[src/rtl/memtest_ctrl.sv]
// memtest_ctrl: control FSM for the memory built-in self-test.
// For each pass it runs a write sweep over every address, then a
// read/compare sweep. It strobes the address/data datapath and the SRAM
// enables, and reacts to the datapath done (last address) and error flags.
//
// Parameters:
//   NUM_PASSES : number of test passes (1..8, pass index 0..NUM_PASSES-1)
//   READ_LAT   : SRAM read latency, cycles spent in RD before CHECK (1..15)
//
// Ports:
//   clk      in   rising-edge clock
//   rst      in   asynchronous reset, active-high
//   start    in   begin test, sampled only in IDLE
//   done     in   datapath address register is at the last address
//   error    in   sticky compare-error flag from the datapath
//   pass     out  current pass index (datapath pattern mux)
//   state    out  current state encoding (datapath compare qualifier)
//   loadA    out  increment datapath address register
//   loadD    out  load datapath write/expect data register
//   we       out  SRAM write enable
//   re       out  SRAM read enable
//   busy     out  high in every state except IDLE and DONE
//   complete out  high in DONE
//   fail     out  high in DONE when the error flag was set
//
// Build option: define STOP_ON_ERROR_EN to end the test at the first error
// seen during a read sweep (pass index freezes at the failing pass).
module memtest_ctrl #(
  parameter int NUM_PASSES = 4,
  parameter int READ_LAT   = 1
) (
  input  logic       clk,
  input  logic       rst,
  input  logic       start,
  input  logic       done,
  input  logic       error,
  output logic [2:0] pass,
  output logic [2:0] state,
  output logic       loadA,
  output logic       loadD,
  output logic       we,
  output logic       re,
  output logic       busy,
  output logic       complete,
  output logic       fail
);

  // The encoding is visible to the datapath; CHECK must stay 3'b100.
  localparam logic [2:0] S_IDLE  = 3'b000;
  localparam logic [2:0] S_INCA  = 3'b001;
  localparam logic [2:0] S_LDD   = 3'b010;
  localparam logic [2:0] S_WR    = 3'b011;
  localparam logic [2:0] S_CHECK = 3'b100;
  localparam logic [2:0] S_RD    = 3'b101;
  localparam logic [2:0] S_DONE  = 3'b110;

  localparam logic PH_WRITE = 1'b0;
  localparam logic PH_READ  = 1'b1;

  localparam logic [2:0] LAST_PASS = 3'(NUM_PASSES - 1);
  localparam logic [3:0] LAT_INIT  = 4'(READ_LAT - 1);

  logic       phase;
  logic [3:0] lat_cnt;
  logic       err_seen;

  logic [2:0] next_state;
  logic [2:0] next_pass;
  logic       next_phase;
  logic [3:0] next_cnt;

  always_comb begin
    next_state = state;
    next_pass  = pass;
    next_phase = phase;
    next_cnt   = lat_cnt;
    case (state)
      S_IDLE: begin
        if (start) begin
          next_state = S_INCA;
          next_phase = PH_WRITE;
        end
      end
      // Address steps before the data load so the pattern mux sees the new address.
      S_INCA: next_state = S_LDD;
      S_LDD: begin
        if (phase == PH_READ) begin
          next_state = S_RD;
          next_cnt   = LAT_INIT;
        end else begin
          next_state = S_WR;
        end
      end
      S_WR: begin
        next_state = S_INCA;
        if (done) next_phase = PH_READ;
      end
      S_RD: begin
        if (lat_cnt == 4'd0) next_state = S_CHECK;
        else                 next_cnt   = lat_cnt - 4'd1;
      end
      S_CHECK: begin
        if (!done) begin
          next_state = S_INCA;
        end else if (pass == LAST_PASS) begin
          next_state = S_DONE;
        end else begin
          next_state = S_INCA;
          next_pass  = pass + 3'd1;
          next_phase = PH_WRITE;
        end
      end
      S_DONE: next_state = S_DONE;
      default: next_state = S_IDLE;
    endcase
`ifdef STOP_ON_ERROR_EN
    // Abort only from active states; the failing pass index is kept.
    if (error && (state != S_IDLE) && (state != S_DONE) && (state != 3'b111) &&
        ((state == S_CHECK) || (phase == PH_READ))) begin
      next_state = S_DONE;
      next_pass  = pass;
    end
`endif
  end

  always_ff @(posedge clk or posedge rst) begin
    if (rst) begin
      state    <= S_IDLE;
      pass     <= 3'd0;
      phase    <= PH_WRITE;
      lat_cnt  <= 4'd0;
      err_seen <= 1'b0;
    end else begin
      state    <= next_state;
      pass     <= next_pass;
      phase    <= next_phase;
      lat_cnt  <= next_cnt;
      // Registered copy keeps fail free of any input-to-output path.
      err_seen <= error;
    end
  end

  assign loadA    = (state == S_INCA);
  assign loadD    = (state == S_LDD);
  assign we       = (state == S_WR);
  assign re       = (state == S_RD);
  assign busy     = (state != S_IDLE) && (state != S_DONE);
  assign complete = (state == S_DONE);
  assign fail     = (state == S_DONE) && err_seen;

endmodule

[config.mk]
export PLATFORM = sky130hd
export DESIGN_NAME = memtest_ctrl
export DESIGN_NICKNAME = d
export VERILOG_FILES = /design/src/rtl/memtest_ctrl.sv
export SDC_FILE = /design/constraint.sdc
export NUM_CORES = 1
export LEC_CHECK = 0
export CORE_AREA = 4 4 45 47
export CTS_BUF_LIST = sky130_fd_sc_hd__clkbuf_8
export DETAILED_ROUTE_END_ITERATION = 8
export DIE_AREA = 0 0 49 51
export PLACE_DENSITY = 0.73
export SYNTH_ARGS = -nofsm -noshare
export SYNTH_HDL_FRONTEND = slang
export SYNTH_SLANG_ARGS = --single-unit
[constraint.sdc]
create_clock -name clk -period 1.8 [get_ports clk]
set_clock_uncertainty 0.1 [all_clocks]
set_input_delay 0.36 -clock clk [delete_from_list [all_inputs] [get_ports clk]]
set_output_delay 0.36 -clock clk [all_outputs]
set_load 0.02 [all_outputs]
Yosys cells after proc, flatten, opt, wreduce, memory -nomap -nowiden --
Cells that the tools add are included.
Storage, ports and cells: flip-flop bits (word level) 12, latch bits 0, bits in writable memories 0, ROM bits 0, bits of input ports 5, output and inout bits 13, word-level logic and storage cells 48, memories 0
Cells by class: add/subtract/negate cells 2, multipliers 0, div/mod/pow operators 0, $lt $le $gt $ge 0, equal/unequal tests 15, shifts and indexed selects 0, mux-type cells 14, bitwise logic cells 1, reduce and logical (&&, ||, !) cells 11
Operators with widths (number):
- one-hot mux 3 bit (7 select lines) | 1
- two-way mux 3 bit | 5
- != test 2 bit (second input constant) | 5
- equality test 3 x 2 -> 1 bit (second input constant) | 3
- equality test 3 bit (second input constant) | 3
- two-way mux 4 bit | 2
- one-hot mux 4 bit (2 select lines) | 1
- AND reduction 3 bit | 2
- nonzero test 3 bit | 2
- AND reduction 5 bit | 1
- logical NOT 4 bit | 1
- two-way mux 1 bit | 4
- != test 2 x 1 -> 1 bit (second input constant) | 2
- subtractor 4 x 1 -> 4 bit (second input constant) | 1
- adder 3 x 1 -> 3 bit (second input constant) | 1
- equality test 3 x 1 -> 1 bit (second input constant) | 1
- logical NOT 3 bit | 1
- != test 3 bit (second input constant) | 1
- one-hot mux 1 bit (3 select lines) | 1
- logical AND 1 bit | 2
- AND reduction 2 bit | 1
- nonzero test 2 bit | 1
- NOT 1 bit | 1

Depth between registers and ports, before layout --
Gate-level depths: netlist of run 1.
word-level depth 4, gate-level depth with buffers 5, depth with buffers taken out 5

Least setup slack after synthesis of run 1 --
OpenSTA, ideal clock, no wires.
path kind register -> output, start register state[2], end output fail, data arrival time 1.589 ns, data required time 1.340 ns, path slack -0.249 ns, stages on the path, launching flop included 5, path through dfrtp_1 -> buf_2 -> inv_1 -> nor3_1 -> and2_1
On the way: cells in the longest elaborated chain, start to end 2
RTL lines:
- from (decl) | RTL line 38 | output logic [2:0] state,
- from (signal assigned) | RTL line 134 | state <= next_state;
- equality test 3 bit
- net complete | RTL line 44 | output logic complete,
- logical AND 1 bit | RTL line 149 | assign fail = (state == S_DONE) && err_seen;
- to (decl) | RTL line 45 | output logic fail
The timed path passes the listed nets, and every way through them passes these cells.

Worst setup path in the final report of run 1 --
start register state[1], end output busy
On the way: cells in the longest elaborated chain, start to end 2
RTL lines:
- != test 3 bit / nonzero test 3 bit (equally long branches) | RTL line 147 | assign busy = (state != S_IDLE) && (state != S_DONE);
- logical AND 1 bit * | RTL line 147
- to (decl) | RTL line 43 | output logic busy,
Mark *: on every way between the ends. The rest lies on a longest branch, timed or not.

==> flow_summary.toml, run 1 <==
[global_route]
grt_pass1_vias = 628
grt_usage_pct = 14.0
grt_max_degree = 13
grt-ovfl-total = 0
antenna_found_initial = 0
grt_first_pass_wirelength_mm = 2.77

[timing]
timing.final.crit_share_pct = 98.1
max_freq_ghz = 0.566
worst_slack_ns = 0.0344
worstMarginPinSlew_ns = 0.443
setup_viol = 0
rsz0062_at_grt = "yes"
timing_hold_violations_final = 0
drv_slew = 0
min_period_ns = 1.77
max-slew-margin-rel_pct = 70.4

[critical_path]
slowest_delay_ns = 0.39
cpMaxStageDelayCell = "dfrtp_1"
critPathKind = "flop to output pin"
crit_path_max_fanout = 4
critPathCaptureType = "output pin"
r2r_slack_ns = 0.11
crit_chain = "and2b_1, or3_4, buf_6"
critPathRequiredTime_ns = 1.34
crit_path_start_kind = "flop"
critical_path_arrival_ns = 1.31

[clocking]
cts_sinks = 12
clk_latency_ns = 0.23
cts_tree = "yes"
cts_root_buf = "clkbuf_8"
numCtsBuffers = 3
clockBufferDepth = 2
cts.htree.levels = 1
clk_transition_reported_paths_ns = 0.05
post_cts_buffers = 0

[detailed_routing]
ant_nets = 0
drc_errors = 0
via_per_inst = 5.15
drt_wl_total_mm = 1.50
wl_per_cell_um = 13.1
vias = 592
dr.pass1.iters = 4
drt_iter0_drc = 9

[final_layout]
layout-drive-gt1-share_pct = 29.6
multiInputGateArea_um2 = 363
regArea_um2 = 303
n_fill_cell = 144
nNetsFinal = 107
finish.instance_area_um2 = 996
area_growth_pct = 45.8
diodes = 0
fin_cells = 115

[yosys]
synth_seq_cells = 12
synth_area_um2 = 683
synth_cells = 69
synth_top_area_cell = "dfrtp_1"
ys_seq_area_share_pct = 44.0
syn_nets = 77
ys_warn_count = 0
postSynthAreaPerCell_um2 = 9.90
ys_top_cells_by_area = "dfrtp_1 44%, mux2i_1 5.9%, ha_1 5.5%"
ys_types = 29
yosys.area.top_type_share_pct = 44.0

[pwr]
total_power_mw = 1.53
ir_drop_uv = 748
power.density_nw_per_um2 = 1530
leakage_nw = 0.519

[floorplanning]
ioPinCount = 18
die-area_um2 = 2500
fp.dieW_um = 49
start_util_pct = 41.4
coreArea_um2 = 1650
die_y_um = 51
row_count = 15

[status]
status = "complete, no violations"

[place]
place_ws_ns = -0.150
portBuffers = 17
dp_hpwl_mm = 1.21
dp_cells = 111
routabilityCongestion = 0.745
placed_area_um2 = 953

[hold_path]
hold_class = "primary input to async pin"

[job]
max_cap_violations = 0
-- worst max-delay path: cells and delay by family (launching register included) --
family	cells	cell delay, ns
AND/OR/NAND/NOR	2	0.54
buffers and inverters	1	0.14
flip-flops	1	0.39
-- state kept, by name (all words and copies together) (netlist names) --
name	flops
state	3
pass	3
lat_cnt	4
phase	1
err_seen	1
-- cells in the mapped netlist --
cell type / count
a21oi_1: 4
a22oi_1: 1
a2bb2oi_1: 1
a31o_1: 1
and2_1: 1
and2b_1: 1
and3_1: 2
and3b_1: 1
buf_2: 2
buf_6: 1
dfrtp_1: 12
ha_1: 3
inv_1: 6
mux2_2: 1
mux2i_1: 4
nand2_1: 6
nand2b_1: 3
nand4bb_1: 2
nor2_1: 4
nor3_1: 4
o211a_1: 1
o211ai_1: 1
o21ai_0: 1
o21ai_2: 1
o21bai_1: 1
o221ai_1: 1
or3_1: 1
or3b_1: 1
xor2_1: 1
-- worst paths after layout --
check / start / end / depth (start not counted)
worst max-delay path: state[1] / busy / 3
worst min-delay path: rst / phase / 2
worst max register to register: pass[0] / pass[1] / 5
worst min register to register: pass[0] / pass[0] / 1
max in group asynchronous: rst / state[0] / 2
min in group clk: pass[0] / pass[0] / 1
-- final cells by class --
class	instances	share of cell area, %
Clock buffer	4	5.53
Timing Repair Buffer	28	23.2
Inverter	6	2.26
Multi-Input combinational cell	48	36.4
Tap cell	17	2.14
Sequential cell	12	30.4
-- placed cells by master (no fill, tap or decap), types with 2 or more instances in the layout --
cell type,instances
buf_4,11
dfrtp_1,10
clkdlybuf4s50_1,7
nand2_1,6
dlygate4sd2_1,6
inv_1,5
mux2i_1,4
a21oi_1,4
clkbuf_8,4
nand2b_1,3
nor3_1,3
nand4bb_1,2
nor2_2,2
and3_1,2
nor2_1,2
ha_1,2
buf_2,2
dfrtp_2,2
-- metal layers --
metal / vias to the layer above / part of all wire, % / GRT usage (%)
met2: 8 / 52 / 23.9
met1: 281 / 45 / 17.7
met5: - / 0 / 0
met3: 2 / 2.1 / 2.04
met4: 0 / 0.47 / 5.38
li1: 301 / - / -
-- cell families (layout without fill, tap and decap cells) --
kind of cell | count (synthesis) | after routing | share of synthesized area (%)
muxes | 5 | 5 | 7.51
adders and majority gates | 3 | 3 | 5.50
buffers and inverters | 9 | 38 | 6.41
and+or+nand+nor | 26 | 26 | 21.8
DFF | 12 | 12 | 44.0
xor gates and xnor gates | 1 | 1 | 1.28
AOI/OAI and AO/OA | 13 | 13 | 13.6
-- stage by stage --
stage / util (%) / setup TNS, ns / hold WS (ns)
after floorplan: - / 0 / 0.125
after global placement: 57.7 / -0.195 / 0.379
after detailed placement: 57.7 / -0.307 / 0.383
after CTS: 60.8 / -0.182 / 0.342
after global routing: 60.3 / -0.0292 / 0.374
final: 60.3 / 0 / 0.325
-- power by group --
group	internal [mW]	total [mW]	switching (mW)	leakage (nW)
clock	0.193	0.284	0.0913	0.0288
combinational	0.403	0.823	0.420	0.340
sequential	0.339	0.421	0.0820	0.151
-- timing repair --
action	CTS	global route
endpoints found under the hold margin	0	0
gates resized for setup	16	11
cloned	0	0
setup endpoints to repair	10	6
hold buffers	0	0
pin swaps	0	3
Note: power is estimated with default switching activity, not from simulation.
==> run 2: changes to the inputs <==
SLEW_MARGIN = 10   (was unset)
==> results of run 2 <==
The final DEF is identical to that of run 1; final timing and power are the same.
==> run 3: changes to the inputs <==
CORE_AREA = 4 4 46 48   (was 4 4 45 47)
CTS_BUF_LIST = sky130_fd_sc_hd__clkbuf_8 sky130_fd_sc_hd__clkbuf_16   (was sky130_fd_sc_hd__clkbuf_8)
DIE_AREA = 0 0 50 52   (was 0 0 49 51)
PLACE_DENSITY = 0.7   (was 0.73)
==> flow_summary.toml, run 3 (synthesis results as in run 1) <==
[status]
status = "complete, no violations"

[critical_path]
critical_path_arrival_ns = 1.33
crit_path_max_fanout = 4
critPathLaunch = "state[1]"
critPathCaptureType = "output pin"
worstReg2RegEnd = "pass[1]"
critPathRequiredTime_ns = 1.34
critPathKind = "flop to output pin"
reg2reg_from = "pass[0]"
endpoint = "busy"
reg2reg_depth = 5
r2r_slack_ns = 0.10
crit_path_start_kind = "flop"

[clocking]
clockBufferDepth = 2
numCtsBuffers = 3
ctsHoldBuffers = 0
cts_root_buf = "clkbuf_8"
cts.htree.levels = 1
cts_sinks = 12
clk_latency_ns = 0.24
cts_tree = "yes"
clk_transition_reported_paths_ns = 0.05

[floorplanning]
die-area_um2 = 2600
coreArea_um2 = 1710
fp.dieW_um = 50
ioPinCount = 18
start_util_pct = 40.0
die_y_um = 52
row_count = 15

[pwr]
total_power_mw = 1.56
ir_drop_uv = 895
leakage_nw = 0.535
power.density_nw_per_um2 = 1510

[timing]
timing.final.crit_share_pct = 99.7
worst_slack_ns = 0.00568
finalSetupTns_ns = 0
min_period_ns = 1.79
worstMarginPinSlew_ns = 0.481
setup_viol = 0
rsz0062_at_grt = "yes"
holdWs_ns = 0.331
drv_slew = 0
max-slew-margin-rel_pct = 67.9
max_freq_ghz = 0.557
timing_hold_violations_final = 0

[global_route]
grt-ovfl-total = 0
antenna_found_initial = 0
grt_first_pass_wirelength_mm = 2.57
grt_usage_pct = 13.5
grt_max_degree = 13
grt_pass1_vias = 585

[detailed_routing]
dr.pass1.iters = 2
vias = 598
drt_iter0_drc = 11
via_per_inst = 4.75
ant_nets = 0
drc_errors = 0
wl_per_cell_um = 12.2
drt_wl_total_mm = 1.54

[place]
place_ws_ns = -0.135
portBuffers = 17
routabilityCongestion = 0.799
dp_hpwl_mm = 1.11

[final_layout]
final_common_cell = "buf_4"
largest_reg_flops = 4
area_growth_pct = 50.9
diodes = 0
mostFrequentLayoutCells = "13 x buf_4, 10 x dfrtp_1, 7 x clkdlybuf4s50_1"
layout-drive-gt1-share_pct = 32.7
fin_util_pct = 60.4
nNetsFinal = 110
top_register = "lat_cnt"
top_regs = "lat_cnt (4), pass (3), state (3)"

[job]
max_cap_violations = 0

[hold_path]
hold_class = "primary input to async pin"
## run 3: worst min path at each step
stage                       endpoint    start  cells past startpoint
final                        pass[1]      rst                      2
after global routing      lat_cnt[2]      rst                      2
after global placement       pass[0]  pass[0]                      1
after detailed placement     pass[0]  pass[0]                      1
after floorplan             err_seen      rst                      1
after CTS                    pass[1]      rst                      2
## run 3: layout make-up
type | instances | area, µm²
clock buffers | 4 | 55.1
fillers | 150 | 677
inverters | 6 | 22.5
multi-input cells | 48 | 372
flip-flops and latches | 12 | 303
well taps | 25 | 31.3
repair buffers | 31 | 248
## run 3: timing repair
action | in CTS | in global routing
setup endpoints to repair | 10 | 7
setup buffers | 1 | 2
pin swaps | 0 | 1
resized for setup | 20 | 12
## run 3: power by group
part           internal, mW  switching (mW)
sequential            0.339          0.0778
clock                 0.193           0.103
combinational         0.420           0.426
total                 0.952           0.607
## run 3: layer usage
metal	part of all wire [%]	up-vias	global-route usage [%]
met5	0	-	0
met3	4.4	5	4.58
met1	48	276	15.7
li1	-	305	-
met4	3.1	0	8.29
met2	45	12	21.1
## run 3: per-stage QoR
stage                     cells  instance area, µm²
after floorplan              69                 701
after global placement      119                 963
after detailed placement    119                 963
after CTS                   124                1010
after global routing        126                1030
final                       126                1030
## run 3: critical path, cell delays in order (launching register included)
cell and delay, ns:
dfrtp_1 0.39, and2b_1 0.21, or3_1 0.35, buf_6 0.14
==> RTL change: new RTL, config.mk and constraints of run 3 <==
Add a define of `STOP_ON_ERROR_EN`.
--- a/src/rtl/memtest_ctrl.sv
+++ b/src/rtl/memtest_ctrl.sv
@@ -25,6 +25,8 @@
 //
 // Build option: define STOP_ON_ERROR_EN to end the test at the first error
 // seen during a read sweep (pass index freezes at the failing pass).
+`define STOP_ON_ERROR_EN
+
 module memtest_ctrl #(
   parameter int NUM_PASSES = 4,
   parameter int READ_LAT   = 1
Behaviour: not the same (a bounded check fails within 10 cycles, from zero or initial values and one cycle with rst high).
==> RTL change against run 3 <==
Sequential share of layout area decreased by 0.40 points. Utilization grew 0.59 points. Wire length is 9.6% higher. Total power up 23%. Cell area rose by 0.97%. Sequential power rose by 22%. Worst setup slack better by 0.045 ns. First-iteration DRC count grew 64%. Area after synthesis up 8.2%. Sequential cell count is the same. Non-clock buffer count decreased by 1. Highest routed layer unchanged.
==> RTL change: results <==
[power_and_ir_drop]
power.static_leakage_nw = 0.509
power.ir.vdd_worst_mv = 0.998

[synthesis]
synth_area_leaders = dfrtp_1 41%, ha_1 5.1%, o21ai_0 4.1%
synth.cells.most_frequent = 12 x dfrtp_1, 6 x inv_1, 6 x nor2_1, 6 x o21ai_0, 5 x nand2_1
yosysSeqAreaShare = 0.406
synth-async-reset-ratio = 1.00
synth_fp_nets = 88
netlist-cell-type-count = 31
main_synth_ff_type = dfrtp_1

[placed_design]
post_dp_cell_area_sq_um = 1010
hpwlAfterDp_um = 1270
gpl.final_weighted_congestion = 0.842
preCtsSetupSlack_ns = -0.0880

[worst_setup_path]
crit_path_max_fanout = 4
crit_slowest_cell = dfrtp_1
critical_path.max_stage_delay_ns = 0.40
crit_arrival_ns = 1.29

[global_route]
globalRouteTotalUtil = 0.151
grt_pass1_vias = 713
grt_start_max_net_pins = 13
grt_first_pass_wirelength_um = 3040

[min_path]
timing.hold.worst.class = input port to async pin

[final_layout]
n_antenna_cell = 0
fill_cells = 146
finish.net_count = 120
drive_gt1_frac = 0.261
top_regs = lat_cnt (4), pass (3), state (3)

[clocking]
post-cts-setup-buffer-count = 0
cts.reportedPaths.clkPinSlew_ns = 0.06
cts_max_path_buffers = 2
cts_made_buffers = 3

[route]
routed_wirelength_um = 1680
drt-pass1-iter-count = 4
viasPerCell = 4.88
first_iter_violations = 18

[sta]
actual_transition_at_the_worst_max_transition_pin_ns = 0.473
total_of_endpoints_with_negative_setup_slack_in_the_final_report = 0

[outcome]
outcome = completed
-- RTL change: kinds of logic (layout without fill, tap and decap cells) --
logic type      count (synthesis)  in the layout  synth area share
flops                          12             12             0.406
fa+ha+maj                       3              3            0.0508
simple gates                   32             32             0.245
compound gates                 19             19             0.166
xor+xnor                        1              1            0.0118
buf+inv                         9             40            0.0626
mux                             4              4            0.0575
-- RTL change: cell type report --
| type | count | area, sq um | share of cell area |
|---|---|---|---|
| Inverter | 6 | 22.5 | 0.0216 |
| Tap cell | 25 | 31.3 | 0.0300 |
| Timing Repair Buffer | 30 | 235 | 0.226 |
| Clock buffer | 4 | 55.1 | 0.0529 |
| Sequential cell | 12 | 302 | 0.290 |
| Multi-Input combinational cell | 59 | 395 | 0.380 |
-- RTL change: metal layers --
layer  track usage  part of all wire
met3        0.0372             0.036
met2         0.265              0.48
met4        0.0276            0.0059
met5             0                 0
met1         0.188              0.48
-- RTL change: worst paths after layout --
check / cells after the start / slack, ns / end / start
max in group asynchronous: 2 / 0.92 / state[0]$_DFFE_PP0P_ / rst
min in group clk: 1 / 0.40 / lat_cnt[1]$_DFFE_PP0P_ / lat_cnt[1]$_DFFE_PP0P_
hold reg to reg: 1 / 0.40 / lat_cnt[1]$_DFFE_PP0P_ / lat_cnt[1]$_DFFE_PP0P_
setup reg to reg: 6 / 0.10 / lat_cnt[1]$_DFFE_PP0P_ / state[1]$_DFFE_PP0P_
setup / recovery: 3 / 0.05 / busy / state[1]$_DFFE_PP0P_
hold / removal: 2 / 0.33 / state[1]$_DFFE_PP0P_ / rst
-- RTL change: report_power, final --
part           total (mW)  internal [mW]  switching, mW
combinational        1.12          0.550          0.571
sequential          0.507          0.385          0.122
clock               0.295          0.193          0.102
total                1.92           1.13          0.794
-- RTL change: timing repair --
| action | 4_1_cts | 5_1_grt |
|---|---|---|
| setup endpoints to repair | 10 | 9 |
| gates resized for setup | 25 | 7 |
| pin swaps | 0 | 1 |
-- RTL change: per-stage QoR --
step | std cells | hold WS (ns) | total power [mW]
after detailed placement | 132 | 0.395 | 1.69
after global routing | 136 | 0.380 | 2.09
after global placement | 132 | 0.390 | 1.66
final | 136 | 0.332 | 1.92
after CTS | 136 | 0.346 | 1.95
after floorplan | 80 | 0.125 | 1.20
